$ cat src/rtl/ft245_tx.sv
// ft245_tx: pulls words from the async FIFO read port and drives the FT245
// synchronous-FIFO write bus (TXE#/WR#/DATA) in the FT245 clock domain.
// A 3-deep skid queue absorbs the FIFO read latency and the TXE#-retry rule
// while still sustaining one word per clock.
// Optional send-immediate flush (SIWU#): define FT245_TX_SIWU_EN.
//
// Handshakes:
//   FIFO side : a read is accepted when fifo_ren=1 and fifo_rempty=0 at a
//               posedge; the word arrives with fifo_rvalid=1 exactly one clk
//               later and is always pushed (room was reserved at issue).
//   FT245 side: WR# low means a word is offered; it is taken only on a
//               posedge where WR#=0 and TXE#=0. Otherwise the word is held.
module ft245_tx #(
  parameter int DATA_W    = 8,
  parameter int CNT_W     = 16,
  parameter int SIWU_IDLE = 16
) (
  input  logic              clk,
  input  logic              rst_n,
  input  logic              tx_en,
  output logic              fifo_ren,
  input  logic [DATA_W-1:0] fifo_rdata,
  input  logic              fifo_rvalid,
  input  logic              fifo_rempty,
  input  logic              ft_txe_n,
  output logic              ft_wr_n,
  output logic [DATA_W-1:0] ft_data,
  output logic              ft_siwu_n,
  output logic              busy,
  output logic [CNT_W-1:0]  tx_cnt
);

  // Registered TXE# so WR# is built from flops only.
  logic              txe_q;
  // Set for the clk in which an accepted read's data is due.
  logic              inflight_q, inflight_d;
  // Skid queue: circular buffer, head at rd_ptr.
  logic [DATA_W-1:0] mem_q [3];
  logic [1:0]        qcnt_q, qcnt_d;
  logic [1:0]        rd_ptr_q, rd_ptr_d;
  logic [1:0]        wr_ptr_q, wr_ptr_d;
  // Output stage presented on the FT245 bus.
  logic              out_valid_q, out_valid_d;
  logic [DATA_W-1:0] out_data_q, out_data_d;
  logic [CNT_W-1:0]  tx_cnt_q, tx_cnt_d;

  logic              accept;
  logic              push;
  logic              pop;
  logic              load;
  logic              xfer;
  logic              room;

  function automatic logic [1:0] ptr_inc(input logic [1:0] p);
    return (p == 2'd2) ? 2'd0 : p + 2'd1;
  endfunction

  // Reads are issued only while the queue plus any pending word leaves space
  // for the returning data; nothing from the FT245 pins feeds this path.
  assign room     = ({1'b0, qcnt_q} + {2'b00, inflight_q}) < 3'd3;
  assign fifo_ren = rst_n & tx_en & ~fifo_rempty & room;
  assign accept   = fifo_ren & ~fifo_rempty;
  assign push     = fifo_rvalid;

  assign ft_wr_n  = ~(out_valid_q & ~txe_q);
  assign ft_data  = out_data_q;
  assign xfer     = ~ft_wr_n & ~ft_txe_n;
  assign load     = ~out_valid_q | xfer;
  assign pop      = load & (qcnt_q != 2'd0);
  assign busy     = out_valid_q | (qcnt_q != 2'd0) | inflight_q;
  assign tx_cnt   = tx_cnt_q;

  // Queue bookkeeping and output-stage next state.
  always_comb begin
    inflight_d  = accept;
    qcnt_d      = qcnt_q;
    rd_ptr_d    = rd_ptr_q;
    wr_ptr_d    = wr_ptr_q;
    out_valid_d = out_valid_q;
    out_data_d  = out_data_q;
    tx_cnt_d    = tx_cnt_q;
    case ({push, pop})
      2'b10:   qcnt_d = qcnt_q + 2'd1;
      2'b01:   qcnt_d = qcnt_q - 2'd1;
      default: qcnt_d = qcnt_q;
    endcase
    if (push) wr_ptr_d = ptr_inc(wr_ptr_q);
    if (pop) begin
      rd_ptr_d    = ptr_inc(rd_ptr_q);
      out_valid_d = 1'b1;
      out_data_d  = mem_q[rd_ptr_q];
    end else if (xfer) begin
      out_valid_d = 1'b0;
    end
    if (xfer) tx_cnt_d = tx_cnt_q + 1'b1;
  end

  // Control and datapath registers; reset discards all buffered words.
  always_ff @(posedge clk or negedge rst_n) begin
    if (!rst_n) begin
      txe_q       <= 1'b1;
      inflight_q  <= 1'b0;
      qcnt_q      <= 2'd0;
      rd_ptr_q    <= 2'd0;
      wr_ptr_q    <= 2'd0;
      out_valid_q <= 1'b0;
      out_data_q  <= '0;
      tx_cnt_q    <= '0;
    end else begin
      txe_q       <= ft_txe_n;
      inflight_q  <= inflight_d;
      qcnt_q      <= qcnt_d;
      rd_ptr_q    <= rd_ptr_d;
      wr_ptr_q    <= wr_ptr_d;
      out_valid_q <= out_valid_d;
      out_data_q  <= out_data_d;
      tx_cnt_q    <= tx_cnt_d;
    end
  end

  // Queue storage needs no reset: occupancy alone decides what is valid.
  always_ff @(posedge clk) begin
    if (push) mem_q[wr_ptr_q] <= fifo_rdata;
  end

`ifdef FT245_TX_SIWU_EN
  typedef enum logic [1:0] {S_IDLE, S_WAIT, S_PULSE} siwu_state_e;
  localparam logic [15:0] SIWU_LAST = 16'(SIWU_IDLE - 1);

  siwu_state_e siwu_state_q, siwu_state_d;
  logic [15:0] idle_cnt_q, idle_cnt_d;

  // Send-immediate state register.
  always_ff @(posedge clk or negedge rst_n) begin
    if (!rst_n) begin
      siwu_state_q <= S_IDLE;
      idle_cnt_q   <= 16'd0;
    end else begin
      siwu_state_q <= siwu_state_d;
      idle_cnt_q   <= idle_cnt_d;
    end
  end

  // After traffic, wait for SIWU_IDLE consecutive idle clks, then flush.
  always_comb begin
    siwu_state_d = siwu_state_q;
    idle_cnt_d   = idle_cnt_q;
    case (siwu_state_q)
      S_IDLE: begin
        idle_cnt_d = 16'd0;
        if (xfer) siwu_state_d = S_WAIT;
      end
      S_WAIT: begin
        if (xfer || busy) begin
          idle_cnt_d = 16'd0;
        end else if (idle_cnt_q == SIWU_LAST) begin
          idle_cnt_d   = 16'd0;
          siwu_state_d = S_PULSE;
        end else begin
          idle_cnt_d = idle_cnt_q + 16'd1;
        end
      end
      S_PULSE: siwu_state_d = S_IDLE;
      default: siwu_state_d = S_IDLE;
    endcase
  end

  // SIWU# is low only while in PULSE, so the pulse is a single clk wide.
  always_comb begin
    ft_siwu_n = 1'b1;
    if (siwu_state_q == S_PULSE) ft_siwu_n = 1'b0;
  end
`else
  assign ft_siwu_n = 1'b1;
`endif

  // Queue can never overflow given the issue rule.
  a_no_overflow : assert property (@(posedge clk) disable iff (!rst_n)
    !(push && (qcnt_q == 2'd3)));

  // The FIFO must return data exactly one clk after an accepted read.
  a_rvalid_due : assert property (@(posedge clk) disable iff (!rst_n)
    inflight_q |-> fifo_rvalid);

  // Idle threshold must be within its legal range.
  a_siwu_range : assert property (@(posedge clk)
    (SIWU_IDLE >= 1) && (SIWU_IDLE <= 65535));

endmodule

$ cat config.mk
export PLATFORM = sky130hd
export DESIGN_NAME = ft245_tx
export DESIGN_NICKNAME = d
export VERILOG_FILES = /design/src/rtl/ft245_tx.sv
export SDC_FILE = /design/constraint.sdc
export NUM_CORES = 1
export LEC_CHECK = 0
export CORE_MARGIN = 8
export CORE_UTILIZATION = 30
export DETAILED_ROUTE_END_ITERATION = 12
export GPL_TIMING_DRIVEN = 0
export HOLD_SLACK_MARGIN = 0.1
export SETUP_SLACK_MARGIN = 0.3
export SYNTH_ARGS = -nofsm -noshare
export SYNTH_HDL_FRONTEND = slang
export SYNTH_SLANG_ARGS = --single-unit
$ cat constraint.sdc
create_clock -name clk -period 2.1 [get_ports clk]
set_input_delay 0.21 -clock clk [delete_from_list [all_inputs] [get_ports clk]]
set_output_delay 0.21 -clock clk [all_outputs]
set_load 0.02 [all_outputs]
==> results of run 1 <==
[area by class of cell]
class	count	area, sq um	share of cell area
Clock buffer	9	124	0.0394
Buffer	6	38.8	0.0123
Tap cell	102	128	0.0406
Sequential cell	57	1550	0.492
Clock inverter	7	77.6	0.0247
Multi-Input combinational cell	109	766	0.243
Timing Repair Buffer	46	453	0.144
Inverter	3	11.3	0.00358
[Yosys cell counts (2+ instances only)]
master | count | area share
nand3_1 | 5 | 0.011
nor2_1 | 14 | 0.023
ha_1 | 4 | 0.022
a21oi_1 | 8 | 0.017
nor3_1 | 2 | 0.0044
mux2i_1 | 8 | 0.035
buf_2 | 2 | 0.0044
nor3b_1 | 2 | 0.0065
clkbuf_1 | 3 | 0.0049
inv_1 | 3 | 0.0049
xnor2_1 | 15 | 0.057
nand2_1 | 18 | 0.029
xor2_1 | 3 | 0.011
edfxtp_1 | 24 | 0.31
a2111oi_0 | 2 | 0.0076
a21o_1 | 4 | 0.013
dfrtp_1 | 32 | 0.35
nand4_1 | 6 | 0.016
o21ai_0 | 10 | 0.022
[worst max-delay path: stages (launching register included)]
cell       delay (ns)
dfrtp_2          0.43
ha_4             0.17
ha_4             0.22
a2111oi_4        0.27
buf_4            0.19
[power by group]
group / internal (uW) / switching, uW
logic: 596 / 649
registers: 1440 / 192
clock network: 557 / 467
total: 2590 / 1310
[registers in the layout, indices dropped and copies added (netlist names)]
signal,cells
ft_data,8
rd_ptr_q,2
mem_q,24
wr_ptr_q,2
out_valid_q,1
tx_cnt,16
txe_q,1
qcnt_q,2
inflight_q,1
[metrics by stage]
| step | std cells | setup WS [ns] | hold slack [ns] | instance area [sq um] | TNS, ns |
|---|---|---|---|---|---|
| 6_report | 339 | 0.288 | 0.441 | 3150 | 0 |
| 5_1_grt | 339 | 0.228 | 0.444 | 3150 | 0 |
| 4_1_cts | 335 | 0.190 | -0.0258 | 3070 | 0 |
| 3_5_place_dp | 317 | -0.268 | 0.339 | 2830 | -2.26 |
| 3_3_place_gp | 317 | -1.17 | 0.462 | 2830 | -5.40 |
| 2_1_floorplan | 175 | 0.368 | -0.0856 | 2310 | 0 |
[worst min-delay path by stage]
stage / to / depth (start not counted) / startpoint / slack [ns]
after detailed placement: tx_cnt[5] / 1 / rst_n / 0.34
after global placement: tx_cnt[15] / 1 / tx_cnt[15] / 0.46
after CTS: out_valid_q / 1 / rst_n / -0.03
final: tx_cnt[7] / 3 / rst_n / 0.44
after floorplan: ft_data[0] / 0 / rst_n / -0.09
after global routing: txe_q / 2 / rst_n / 0.44
[routing by layer]
layer  global-route usage  vias to the layer above  part of all wire
li1                     -                      735                 -
met1               0.0946                      692              0.43
met2                0.148                       39              0.49
met3               0.0353                        8             0.059
met4               0.0504                        0             0.019
met5                    0                        -                 0
[cell usage in the layout, fill, tap and decap left out, types with 2 or more instances in the layout]
cell type	instances
buf_4	6
dfrtp_1	31
buf_2	2
nand2_1	18
xor2_1	3
nor3_2	2
nand4_1	6
inv_6	2
ha_1	2
xnor2_1	15
nor2_1	14
clkinv_4	2
dlygate4sd2_1	2
o21ai_1	2
nor3b_2	2
nand3_1	5
clkbuf_1	2
clkbuf_8	10
edfxtp_1	24
a21o_1	4
o21ai_0	8
a21oi_1	8
mux2i_1	8
inv_1	3
ha_4	2
clkdlybuf4s50_1	36
[cell families (layout without fill, tap and decap cells)]
| kind of cell | Yosys count | count (layout) |
|---|---|---|
| fa+ha+maj | 4 | 4 |
| buf+inv | 9 | 71 |
| xor+xnor | 18 | 18 |
| other cells | 1 | 1 |
| flops | 57 | 57 |
| mux | 9 | 9 |
| simple gates | 53 | 53 |
| compound gates | 24 | 24 |
[timing repair]
action,in CTS,in global routing
buffers inserted,2,2
pin swaps,1,0
hold endpoints to repair,32,32
setup endpoints to repair,13,2
gates resized for setup,15,5
==> flow_metrics.tcl, run 1 <==
set metrics [dict create \
    final_max_slew_viol_count 0 \
    h-tree-depth 3 \
    hold_viol_final 0 \
    cts_tree "done" \
    crit_end "fifo_ren" \
    worstRegToRegCells 7 \
    synthMuxAreaShare 0.0397 \
    overflow 0 \
    hpwl_um 3020 \
    fp.dieH_um 104 \
    clockBufferDepth 2 \
    synth_adder_area_share 0.0218 \
    skew_ns 0.00920 \
    synthToLayoutAreaGrowth_pct 36.8 \
    ys_types 29 \
    cts_inserted_buffers 9 \
    drtIter0Drc 71 \
    die_x_um 104 \
    grt_max_degree 35 \
    wire_per_inst_um 13.4 \
    r2r_slack_ns 0.42 \
    max_freq_mhz 552 \
    period_needed_ns 1.81 \
    path_clk_slew_ns 0.07 \
    setup_violations 0 \
    netlist_instances 175 \
    worstPathArrival_ns 1.60 \
    grt_pass1_wl_um 7590 \
    wl_um 4550 \
    grt_usage 0.0893 \
    worstSetupPathType "flip-flop to output port" \
    antenna_found_initial 0 \
    synthArstFlopShare 0.579 \
    core-area_sq_um 7570 \
    port_buffers 40 \
    syn_nets 193 \
    grt_setup_unrepaired "yes" \
    reg2reg_to "qcnt_q[1]" \
    synth-seq-cells 57 \
    firstDrtPassIters 4 \
    grt_pass1_vias 1555 \
    vias_per_cell 4.35 \
    clock-sinks 57 \
    tightest_slew_ns 0.812 \
    fillCellCount 707 \
    drive_gt1_frac 0.165 \
    synth-simple-area-share 0.118 \
    cp.required_ns 1.89 \
    finish.utilization 0.416 \
    clock_tree.root_cell "clkbuf_8" \
    crit_start "qcnt_q[0]" \
    synth_xor_area_frac 0.0686 \
    synth_compound_area_frac 0.0598 \
    synth_edf_count 24 \
    avgSynthCellArea_sq_um 13.1 \
    worstHoldPathType "input port to asynchronous set/reset pin" \
    endpoint_kind "output port" \
    ios 42 \
    finalPower_uw 3900 \
    outcome "complete, no violations" \
    fin_nets 250 \
    dieArea_sq_um 10700 \
    r2r-start "txe_q" \
    path_max_fanout 2 \
    drc 0 \
    synthFlopType "dfrtp_1" \
    synth_top_family_by_area "simple AND/OR/NAND/NOR gates" \
    vias 1474 \
    worstSkewPairLatency_ns 0.33 \
    pwr_density_cell_nw_per_um2 1240 \
    gp_congestion 0.726 \
    synth_area_sq_um 2300 \
    slew_headroom 0.456 \
    max_cap_viol_count 0 \
    antenna_cells 0 \
    postRouteAntennaNets 0 \
    ys_warn_count 0 \
    irDropWorstVdd_uv 496 \
    p_leak_uw 0.00125 \
    ys_seq_area_frac 0.673 \
    post-route-period-util 0.863 \
    start_util 0.304 \
    start_kind "flip-flop" \
    placementRows 32 \
]
Power figures use the tool's default switching activity.
==> run 2, diff against run 1 <==
--- a/config.mk
+++ b/config.mk
@@ -6,8 +6,9 @@
 export NUM_CORES = 1
 export LEC_CHECK = 0
 export CORE_MARGIN = 8
-export CORE_UTILIZATION = 30
+export CORE_UTILIZATION = 35
 export DETAILED_ROUTE_END_ITERATION = 12
+export DONT_BUFFER_PORTS = 1
 export GPL_TIMING_DRIVEN = 0
 export HOLD_SLACK_MARGIN = 0.1
 export SETUP_SLACK_MARGIN = 0.3
==> run 2 against run 1 <==
  * Total power down 8.3%
  * Worst setup slack better by 0.010 ns
  * Flip-flop and latch count unchanged
  * Clock-buffer cell count up 1
  * Non-clock buffer count down 30
  * Clock skew down 0.0010 ns
  * Global-route usage up 1.1 points
  * Critical endpoint unchanged
  * Largest cell class unchanged
  * Highest routed layer unchanged
==> flow_metrics.tcl, run 2 (synthesis gave the netlist of run 1 again) <==
set metrics [dict create \
    outcome "complete, no violations" \
    tightest_slew_ns 0.759 \
    postRouteAntennaNets 0 \
    port_buffers 0 \
    final_cell_mix "dfrtp_1, edfxtp_1, nand2_1, xnor2_1, nor2_1" \
    clock-sinks 57 \
    grt_usage 0.100 \
    worstPathArrival_ns 1.59 \
    antenna_found_initial 0 \
    overflow 0 \
    drtIter0Drc 43 \
    critical-path-max-stage-delay_ns 0.44 \
    cp.required_ns 1.89 \
    p_leak_uw 0.00114 \
    dieArea_sq_um 9420 \
    drive_gt1_frac 0.164 \
    drc 0 \
    finalSetupTns_ns 0 \
    worstRegToRegCells 6 \
    worstHoldPathType "input port to flip-flop" \
    crit_top_cell "ha_4" \
    placementRows 29 \
    final_max_slew_viol_count 0 \
    post-route-period-util 0.858 \
    crit_slowest_cell "dfrtp_2" \
    fin_nets 220 \
    finish.utilization 0.444 \
    max_freq_mhz 555 \
    dpl-instance-area_sq_um 2410 \
    register_area_sq_um 1550 \
    cts_tree "done" \
    path_max_fanout 4 \
    antenna_cells 0 \
    skew_ns 0.00819 \
    start_kind "flip-flop" \
    cts_inserted_buffers 9 \
    ios 42 \
    setup_violations 0 \
    max_cap_viol_count 0 \
    fp.dieH_um 97.1 \
    worstSetupPathType "flip-flop to output port" \
    synthToLayoutAreaGrowth_pct 22.6 \
    firstDrtPassIters 4 \
    worstSkewPairLatency_ns 0.33 \
    final_common_cell "dfrtp_1" \
    hold_slack_ns 0.196 \
    largest_register_ffs 24 \
    grt_setup_unrepaired "yes" \
    grt_max_degree 34 \
    gp_congestion 0.740 \
    grt_pass1_vias 1462 \
    h-tree-depth 3 \
    pwr_density_cell_nw_per_um2 1270 \
    period_needed_ns 1.80 \
    path_clk_slew_ns 0.06 \
    irDropWorstVdd_uv 505 \
    fillCellCount 572 \
    clock_tree.root_cell "clkbuf_8" \
    cp_cell_sequence "ha_4 -> ha_4 -> a2111oi_4" \
    endpoint_kind "output port" \
    clockBufferDepth 2 \
    slew_headroom 0.491 \
    grt_pass1_wl_um 7490 \
    top_register "mem_q" \
    multi_input_area_sq_um 766 \
    start_util 0.362 \
    fin_area_sq_um 2820 \
    die_x_um 97.1 \
    vias_per_cell 4.82 \
    hpwl_um 2900 \
    vias 1370 \
    wl_um 4430 \
    hold_viol_final 0 \
    core-area_sq_um 6350 \
    whs_path_depth 2 \
    wire_per_inst_um 15.6 \
]
## run 2: cell count changes in the layout (fill, tap and decap cells not counted), sizes merged
cell	change
dlymetal6s4s	+1
inv	-2
dlygate4sd2	-2
dlygate4sd3	+10
clkdlybuf4s50	-36
clkinvlp	+1
buf	-2
## run 2: through the flow
step / worst slack [ns] / power, uW / cells
2_1_floorplan: 0.368 / 2320 / 175
3_3_place_gp: 0.0493 / 2510 / 252
3_5_place_dp: 0.0361 / 2530 / 252
4_1_cts: 0.227 / 3620 / 284
5_1_grt: 0.222 / 3800 / 284
6_report: 0.298 / 3580 / 284
## run 2: layout make-up
| class | instances | area share |
|---|---|---|
| Tap cell | 77 | 0.0342 |
| Clock inverter | 6 | 0.0209 |
| Inverter | 3 | 0.00399 |
| Clock buffer | 10 | 0.0453 |
| Timing Repair Buffer | 16 | 0.0630 |
| Buffer | 6 | 0.0115 |
| Sequential cell | 57 | 0.549 |
| Multi-Input combinational cell | 109 | 0.272 |
## run 2: report_power, final
group / internal, uW / leakage [uW] / switching [uW]
clock network: 539 / 0.0000897 / 422
registers: 1440 / 0.000642 / 375
logic: 366 / 0.000411 / 440
## run 2: what timing repair did
action                                  CTS  global route
hold buffers                             14             0
resized for setup                         6             4
gates cloned                              0             0
setup buffers                             2             0
hold endpoints to repair                 65             0
endpoints found under the setup margin   11             3
pin swaps                                 1             0
## run 2: worst paths after layout
check | from | endpoint | slack, ns
max | qcnt_q[0] | fifo_ren | 0.30
min | fifo_rvalid | wr_ptr_q[0] | 0.20
max reg2reg | qcnt_q[1] | qcnt_q[1] | 0.35
min reg2reg | mem_q[2][7] | ft_data[7] | 0.53
max in group asynchronous | rst_n | txe_q | 1.41
min in group asynchronous | rst_n | ft_data[6] | 0.44
## run 2: layer usage
layer | vias to the layer above | GRT usage | share of wire
met5 | - | 0 | 0
met4 | 0 | 0.0746 | 0.017
met3 | 5 | 0.0405 | 0.065
met2 | 31 | 0.159 | 0.51
met1 | 667 | 0.105 | 0.41
li1 | 667 | - | -
## run 2: critical path: cells and delay by family (launching register included)
kind            cells  cell delay [ns]
flops               1             0.44
compound gates      1             0.44
fa+ha+maj           2             0.39
==> run 3, diff against run 2 <==
--- a/config.mk
+++ b/config.mk
@@ -5,7 +5,6 @@
 export SDC_FILE = /design/constraint.sdc
 export NUM_CORES = 1
 export LEC_CHECK = 0
-export CORE_MARGIN = 8
 export CORE_UTILIZATION = 35
 export DETAILED_ROUTE_END_ITERATION = 12
 export DONT_BUFFER_PORTS = 1
==> run 3 against run 2 <==
  * Final cell count up 1.1%
  * Global-route usage up 3.7 points
  * First-iteration DRC count decreased by 30%
  * Combinational power is 4.7% higher
  * Critical endpoint unchanged
  * Largest cell class unchanged
  * Largest power group unchanged
==> flow_metrics.tcl, run 3 (synthesis gave the netlist of run 1 again) <==
set metrics [dict create \
    outcome "complete, no violations" \
    vias 1416 \
    start_kind "flip-flop" \
    post-route-period-util 0.898 \
    antenna_cells 0 \
    clock_tree.root_cell "clkbuf_8" \
    grt_max_degree 34 \
    worstPathArrival_ns 1.68 \
    grt_pass1_wl_um 7140 \
    r2r-start "txe_q" \
    hpwl_um 2680 \
    hp-start "fifo_rvalid" \
    multi_input_area_sq_um 766 \
    cts_inserted_buffers 9 \
    period_needed_ns 1.89 \
    path_clk_slew_ns 0.06 \
    whs_path_depth 2 \
    start_util 0.362 \
    grt_usage 0.138 \
    fillCellCount 579 \
    drive_gt1_frac 0.167 \
    p_leak_uw 0.00114 \
    finalPower_uw 3480 \
    setup_violations 0 \
    wire_per_inst_um 15.0 \
    final_common_cell "dfrtp_1" \
    skew_ns 0.00802 \
    path_max_fanout 4 \
    grt_setup_unrepaired "yes" \
    r2r_slack_ns 0.44 \
    fin_area_sq_um 2810 \
    ios 42 \
    overflow 0 \
    placementRows 29 \
    finish.utilization 0.442 \
    register_area_sq_um 1550 \
    core-area_sq_um 6350 \
    hold_end "wr_ptr_q[0]" \
    fp.dieH_um 83.1 \
    worst_slack_ns 0.213 \
    grt_pass1_vias 1458 \
    port_buffers 0 \
    worstHoldPathType "input port to flip-flop" \
    hold_viol_final 0 \
    drc 0 \
    dpl-instance-area_sq_um 2410 \
    max_freq_mhz 530 \
    top_register "mem_q" \
    worstSkewPairLatency_ns 0.33 \
    max_cap_viol_count 0 \
    h-tree-depth 3 \
    cp.required_ns 1.89 \
    cts_tree "done" \
    postRouteAntennaNets 0 \
    clockBufferDepth 2 \
    synthToLayoutAreaGrowth_pct 22.0 \
    worstRegToRegCells 7 \
    slew_headroom 0.496 \
    dieArea_sq_um 6900 \
    largest_register_ffs 24 \
    final_cell_mix "dfrtp_1, edfxtp_1, nand2_1, xnor2_1, nor2_1" \
    final_max_slew_viol_count 0 \
    endpoint_kind "output port" \
    gp_congestion 0.722 \
    finalSetupTns_ns 0 \
    reg2reg_to "qcnt_q[1]" \
    die_x_um 83.1 \
    dpl_worst_slack_ns 0.0233 \
    clock-sinks 57 \
    fin_nets 223 \
    wl_um 4310 \
    irDropWorstVdd_uv 413 \
    pwr_density_cell_nw_per_um2 1240 \
    tightest_slew_ns 0.752 \
    vias_per_cell 4.93 \
    antenna_found_initial 0 \
    worstSetupPathType "flip-flop to output port" \
    firstDrtPassIters 4 \
    drtIter0Drc 30 \
]
[run 3: cell count changes in the layout (fill, tap and decap cells not counted), sizes merged]
cell          change
buf               +3
bufinv            -1
clkbuf            +1
clkinv            +2
clkinvlp          -2
dlygate4sd3       +1
dlymetal6s4s      -1
[run 3: metal layers]
metal  up-vias  global-route usage  share of wire
met4         0              0.0893          0.017
li1        679                   -              -
met2        29               0.226           0.50
met3         6              0.0537          0.052
met1       702               0.148           0.43
met5         -                   0              0
[run 3: timing repair]
| item | 4_1_cts | 5_1_grt |
|---|---|---|
| hold endpoints to repair | 63 | 0 |
| hold buffers | 14 | 0 |
| resized for setup | 5 | 6 |
| pin swaps | 1 | 1 |
| gates cloned | 0 | 0 |
| setup buffers | 2 | 2 |
| setup endpoints to repair | 11 | 6 |
[run 3: area by class of cell]
class / instances / share of cell area
repair buffers: 19 / 0.0704
clock inverters: 5 / 0.00802
clock buffers: 11 / 0.0468
flip-flops and latches: 57 / 0.552
inverters: 3 / 0.00401
multi-input cells: 109 / 0.273
plain buffers: 6 / 0.0116
well taps: 77 / 0.0343
[run 3: critical path, stage by stage (launching register included)]
cell and delay (ns):
dfrtp_2 0.44, ha_4 0.17, ha_4 0.22, a2111oi_4 0.51
[run 3: where the power goes]
group / internal [uW] / leakage, uW / switching [uW]
Clock: 414 / 0.0000819 / 420
Combinational: 393 / 0.000416 / 452
Sequential: 1440 / 0.000642 / 368
[run 3: worst max path at each step]
stage           endpoint       from  slack (ns)
2_1_floorplan   fifo_ren  qcnt_q[0]        0.37
4_1_cts         fifo_ren  qcnt_q[0]        0.16
3_5_place_dp   qcnt_q[1]      txe_q        0.02
3_3_place_gp   qcnt_q[1]      txe_q        0.04
6_report        fifo_ren  qcnt_q[0]        0.21
5_1_grt         fifo_ren  qcnt_q[0]        0.16
[run 3: stage by stage]
step | std cells | hold slack (ns)
CTS | 285 | 0.150
detailed placement | 253 | -0.0846
floorplan | 175 | -0.0856
finish | 287 | 0.183
global placement | 252 | -0.0845
global route | 287 | 0.187
